--- config.mk ---
export PLATFORM = sky130hd
export DESIGN_NAME = pixel_tick_gen
export DESIGN_NICKNAME = d
export VERILOG_FILES = /design/src/rtl/pixel_tick_gen.sv
export SDC_FILE = /design/constraint.sdc
export NUM_CORES = 1
export LEC_CHECK = 0
export ABC_AREA = 1
export BUFFER_PORTS_ARGS = -buffer_cell sky130_fd_sc_hd__buf_2
export CAP_MARGIN = 5
export CORE_UTILIZATION = 45
export DETAILED_ROUTE_END_ITERATION = 10
export PLACE_DENSITY = 0.64
export SLEW_MARGIN = 20
export SYNTH_ARGS = -nofsm -noshare
export SYNTH_HDL_FRONTEND = slang
export SYNTH_SLANG_ARGS = --single-unit
export TNS_END_PERCENT = 100
--- constraint.sdc ---
create_clock -name clk -period 4.14 [get_ports clk]
set_clock_uncertainty 0.15 [all_clocks]
set_input_delay 0.621 -clock clk [delete_from_list [all_inputs] [get_ports clk]]
set_output_delay 0.621 -clock clk [all_outputs]
set_load 0.005 [all_outputs]
--- src/rtl/pixel_tick_gen.sv ---
// ---------------------------------------------------------------------------
// pixel_tick_gen
//  Clock-enable generator for the VGA pixel/character timing path.
//  Emits a one-cycle `tick` every `eff` enabled clocks and a `tick_sub`
//  on every SUB_DIV-th tick. The divide value can be reloaded at runtime
//  with a div_load/div_ack handshake. A reload takes effect only at a
//  period boundary, so the running period always finishes at its old length.
//
//  Optional feature macro: FRAC_DIV_EN
//    When defined, a fractional accumulator stretches selected periods
//    by one clock. The average period is then div + frac/2^FRAC_W.
//
// Ports
//  clk         in   1       system clock
//  reset       in   1       asynchronous, active-high
//  enable      in   1       count enable; low freezes all counters
//  div_value   in   CNT_W   requested divide value (0 behaves as 1)
//  frac_value  in   FRAC_W  fractional part, captured with div_load
//                           (FRAC_DIV_EN only)
//  div_load    in   1       one-cycle request to capture div_value
//  div_ack     out  1       one-cycle pulse: the pending value is now active
//  tick        out  1       pixel enable pulse
//  tick_sub    out  1       character enable pulse, coincident with a tick
//  phase       out  CNT_W   current period counter value
// ---------------------------------------------------------------------------
module pixel_tick_gen #(
  parameter int CNT_W     = 8,
  parameter int DIV_RESET = 4,
  parameter int SUB_DIV   = 8,
  parameter int FRAC_W    = 4
) (
  input  logic             clk,
  input  logic             reset,
  input  logic             enable,
  input  logic [CNT_W-1:0] div_value,
`ifdef FRAC_DIV_EN
  input  logic [FRAC_W-1:0] frac_value,
`endif
  input  logic             div_load,
  output logic             div_ack,
  output logic             tick,
  output logic             tick_sub,
  output logic [CNT_W-1:0] phase
);

  localparam int               SUB_W    = (SUB_DIV > 1) ? $clog2(SUB_DIV) : 1;
  localparam logic [SUB_W-1:0] SUB_LAST = SUB_W'(SUB_DIV - 1);
  localparam logic [CNT_W-1:0] DIV_INIT = CNT_W'(DIV_RESET);

  logic [CNT_W-1:0] cnt_q, cnt_d;
  logic [CNT_W-1:0] div_cur_q, div_cur_d;
  logic [CNT_W-1:0] pend_val_q, pend_val_d;
  logic [SUB_W-1:0] sub_cnt_q, sub_cnt_d;
  logic             pend_q, pend_d;
  logic             div_ack_q, div_ack_d;

  logic             stretch;   // current period is one clock longer
  logic [CNT_W:0]   eff;       // one extra bit: a stretched max period is 2^CNT_W
  logic [CNT_W:0]   eff_last;
  logic             tick_int;
  logic             apply;

  // Period length and terminal-count detection
  always_comb begin
    eff = (div_cur_q == '0) ? {{CNT_W{1'b0}}, 1'b1} : {1'b0, div_cur_q};
    eff = eff + {{CNT_W{1'b0}}, stretch};
    eff_last = eff - {{CNT_W{1'b0}}, 1'b1};
    tick_int = enable & ({1'b0, cnt_q} == eff_last);
    // A load that lands on the wrap cycle applies at that same wrap.
    apply = tick_int & (pend_q | div_load);
  end

  always_comb begin
    cnt_d      = cnt_q;
    sub_cnt_d  = sub_cnt_q;
    div_cur_d  = div_cur_q;
    pend_d     = pend_q;
    pend_val_d = pend_val_q;
    div_ack_d  = apply;

    // Loads are captured even while enable is low. They wait for a tick.
    if (div_load) begin
      pend_val_d = div_value;
      pend_d     = 1'b1;
    end

    if (enable) begin
      cnt_d = tick_int ? '0 : cnt_q + 1'b1;
    end

    // sub_cnt keeps running across reloads to keep the character grid aligned.
    if (tick_int) begin
      sub_cnt_d = (sub_cnt_q == SUB_LAST) ? '0 : sub_cnt_q + 1'b1;
    end

    if (apply) begin
      div_cur_d = div_load ? div_value : pend_val_q;
      pend_d    = 1'b0;
    end
  end

  always_ff @(posedge clk or posedge reset) begin
    if (reset) begin
      cnt_q      <= '0;
      sub_cnt_q  <= '0;
      div_cur_q  <= DIV_INIT;
      pend_q     <= 1'b0;
      pend_val_q <= '0;
      div_ack_q  <= 1'b0;
    end else begin
      cnt_q      <= cnt_d;
      sub_cnt_q  <= sub_cnt_d;
      div_cur_q  <= div_cur_d;
      pend_q     <= pend_d;
      pend_val_q <= pend_val_d;
      div_ack_q  <= div_ack_d;
    end
  end

`ifdef FRAC_DIV_EN
  logic [FRAC_W-1:0] frac_cur_q, frac_cur_d;
  logic [FRAC_W-1:0] pend_frac_q, pend_frac_d;
  logic [FRAC_W-1:0] acc_q, acc_d;
  logic              stretch_q, stretch_d;

  assign stretch = stretch_q;

  always_comb begin
    frac_cur_d  = frac_cur_q;
    pend_frac_d = pend_frac_q;
    acc_d       = acc_q;
    stretch_d   = stretch_q;

    if (div_load) begin
      pend_frac_d = frac_value;
    end

    // The period that just ended accumulates with the fraction it ran under.
    // A carry out lengthens the next period by one clock.
    if (tick_int) begin
      {stretch_d, acc_d} = {1'b0, acc_q} + {1'b0, frac_cur_q};
    end

    if (apply) begin
      frac_cur_d = div_load ? frac_value : pend_frac_q;
    end
  end

  always_ff @(posedge clk or posedge reset) begin
    if (reset) begin
      frac_cur_q  <= '0;
      pend_frac_q <= '0;
      acc_q       <= '0;
      stretch_q   <= 1'b0;
    end else begin
      frac_cur_q  <= frac_cur_d;
      pend_frac_q <= pend_frac_d;
      acc_q       <= acc_d;
      stretch_q   <= stretch_d;
    end
  end
`else
  // Without fractional division the period is never stretched.
  // This all-zero vector keeps FRAC_W referenced in this build.
  logic [FRAC_W-1:0] no_frac;
  assign no_frac = '0;
  assign stretch = |no_frac;
`endif

  assign tick     = tick_int;
  assign tick_sub = tick_int & (sub_cnt_q == SUB_LAST);
  assign div_ack  = div_ack_q;
  assign phase    = cnt_q;

endmodule

==> summary.txt <==
Placed design
  • Placed Instances: 294
  • Pre-CTS setup slack: 850 ps
  • DP HPWL: 2390 µm
  • IO Port Bufs: 22
  • RePlAce Congestion: 0.904

Power and ir drop
  • Maximum vdd drop: 327 µV
  • Total power: 1.47 mW
  • Pleak: 1.10 nW
  • Power per cell area: 751 nW/µm²

Worst setup path
  • CP startpoint: div_cur_q[4]
  • CP max stage cell: dfrtp_1
  • Family with the most delay on the worst path: simple AND/OR/NAND/NOR gates
  • Worst path most repeated cell: nor2_1
  • Arrival @ worst endpoint: 2860 ps
  • Crit Path Category: reg2out
  • Crit Reg-Reg Startpoint: div_cur_q[4]
  • Worst Path Max Fanout: 20
  • Worst reg2reg path endpoint: div_cur_q[2]
  • R2R depth: 16
  • Critical Path RT: 3370 ps
  • Buf/Inv on CP: 3
  • Crit-path max cell delay: 460 ps
  • CP cell instances: nor2_1, nand2_1, inv_2, nand2_4, nand2_2, inv_2, ha_1, nand2_1, nand3_1, nor2_1, nand3_1, nor2_1, nand3_2, nor2_4, buf_2
  • Worst setup endpoint: tick
  • Crit. path cell count: 15
  • CP startpoint kind: flip-flop
  • Worst setup EP type: output port
  • Reg-to-reg setup timing slack: 1300 ps

Detailed routing
  • First DRT Iteration DRCs: 40
  • Drt total wl: 3260 µm
  • Via count: 1432
  • Antenna Nets Post-Route: 0
  • Drt via density: 4.74
  • DRC errors left: 0
  • Post-DR wirelength/cell: 10.8 µm
  • DR pass1 iterations: 4

Clock tree
  • TritonCTS Buffers: 5
  • Clock Latency Late Sink: 290 ps
  • CTS Sinks: 29
  • Post-CTS sizing: 0
  • H-tree depth: 2
  • CTS Root Cell: clkbuf_8
  • CTS max path bufs: 2
  • Worst-path clk slew: 70 ps
  • Hold buffer count at cts: 0
  • CTS tree: built
  • # Post-CTS Setup Buffers: 0

GRT
  • Largest net degree at the start of global routing: 30
  • GRT Total Usage: 19.3%
  • Overflow after GRT: 0
  • First-pass GRT wire length: 6020 µm
  • Via count of the first global-routing pass: 1398
  • Initial antenna violation count: 0

Outcome
  • Status: finished clean

STA
  • Fin. Hold Viols: 0
  • Slew @ Worst Pin: 595 ps
  • Setup ws final: 507 ps
  • Max frequency: 0.275 GHz
  • RSZ-0062 raised after global routing: false
  • Part of the cycle the worst path needs: 87.7%
  • Minimum clock period: 3630 ps
  • Final setup TNS: 0 ps
  • Slew HR: 60.3%
  • WHS: 243 ps
  • Fin. max-slew vios: 0
  • Final setup violation count: 0

Synthesis
  • Commonest cells in the netlist: 83 x nand2_1, 28 x dfrtp_1, 26 x inv_1
  • Mapped Avg Cell Area: 7.39 µm²
  • Synth Warn #: 0
  • Synthesized instance count: 229
  • Synth area leader: dfrtp_1
  • Syn nets: 245
  • Main synth FF type: dfrtp_1
  • Seq cells post-synth: 29
  • Largest cells by area after synthesis: dfrtp_1 41%, nand2_1 18%, nand3_1 7.1%
  • Sequential share of the synthesized area: 42.9%
  • Ys async rst share: 100%
  • Netlist cell types: 24
  • Post-synth EDFFs: 0
  • Post-synth top area share: 41.4%
  • Mapped cell area: 1690 µm²
  • Count leader, synth: nand2_1

Worst hold path
  • Type of the most critical hold path: in2async

Floorplan
  • Die Y: 63.3 µm
  • Die W: 63.3 µm
  • Initial Utilization: 48.8%
  • Core Rows: 21
  • Top Ports: 23
  • Total die area: 4010 µm²
  • Core Region: 3470 µm²

Finish
  • Ant diodes: 0
  • P&R area growth vs syn: 15.4%
  • Nets@finish: 271
  • Share of post-route cells with drive strength above 1: 19.1%
  • Finished Layout Cells: 302

Job
  • Max-Cap Viols: 0
routing by layer:
layer / routed length (µm) / part of all wire, % / vias to the layer above / global-route usage [%]
li1: - / - / 759 / -
met5: 0 / 0 / - / 0
met4: 99 / 3.0 / 0 / 11.9
met3: 112 / 3.4 / 10 / 3.80
met1: 1660 / 51 / 636 / 24.7
met2: 1390 / 43 / 27 / 29.8
registers in the layout (all words and copies together) (netlist names):
register    cells
phase           8
pend_q          1
div_cur_q       8
div_ack         1
pend_val_q      8
sub_cnt_q       3
area by class of cell:
| class | count | area [µm²] |
|---|---|---|
| clock buffer | 6 | 82.6 |
| sequential | 29 | 727 |
| fill | 357 | 1520 |
| inverter | 31 | 116 |
| timing repair buffer | 22 | 110 |
| tap | 46 | 57.6 |
| multi-input combinational | 166 | 822 |
| clock inverter | 2 | 37.5 |
worst min path at each step:
stage                  start            end  slack, ps  cells past startpoint
6_report               reset   sub_cnt_q[0]        240                      2
5_1_grt                reset   sub_cnt_q[2]        310                      2
4_1_cts        pend_val_q[5]  pend_val_q[5]        330                      2
3_5_place_dp   pend_val_q[5]  pend_val_q[5]        310                      2
3_3_place_gp   pend_val_q[4]  pend_val_q[4]        310                      2
2_1_floorplan  pend_val_q[1]  pend_val_q[1]        290                      2
placed cells by master (no fill, tap or decap):
cell         n
a21oi_1      1
buf_2       22
bufinv_16    1
clkbuf_8     6
clkinv_1     1
clkinvlp_4   1
dfrtp_1     28
dfstp_2      1
ha_1         4
inv_1       25
inv_2        5
nand2_1     83
nand2_2      5
nand2_4      1
nand3_1     24
nand3_2      2
nand4_1      4
nand4_4      1
nor2_1      22
nor2_2       2
nor2_4       2
nor3_1       1
o21ai_0      4
o21ai_1      1
xnor2_1      2
xor2_1       7
report_power, final:
| group | leakage [nW] | switching [mW] | internal [mW] |
|---|---|---|---|
| Clock | 0.0574 | 0.116 | 0.196 |
| Sequential | 0.366 | 0.0785 | 0.352 |
| Combinational | 0.680 | 0.461 | 0.264 |
| Total | 1.10 | 0.656 | 0.811 |
through the flow:
| step | util, % | instance area [µm²] |
|---|---|---|
| 2_1_floorplan | - | 1690 |
| 3_3_place_gp | 52.8 | 1830 |
| 3_5_place_dp | 52.8 | 1830 |
| 4_1_cts | 56.3 | 1950 |
| 5_1_grt | 56.3 | 1950 |
| 6_report | 56.3 | 1950 |
cell families (layout without fill, tap and decap cells):
group	after synthesis	in the layout	share of synthesized area, %
compound gates	6	6	1.77
flops	29	29	42.9
buf+inv	34	61	8.50
fa+ha+maj	4	4	2.96
simple gates	147	147	39.2
xor+xnor	9	9	4.66
Note: power is estimated with default switching activity, not from simulation.
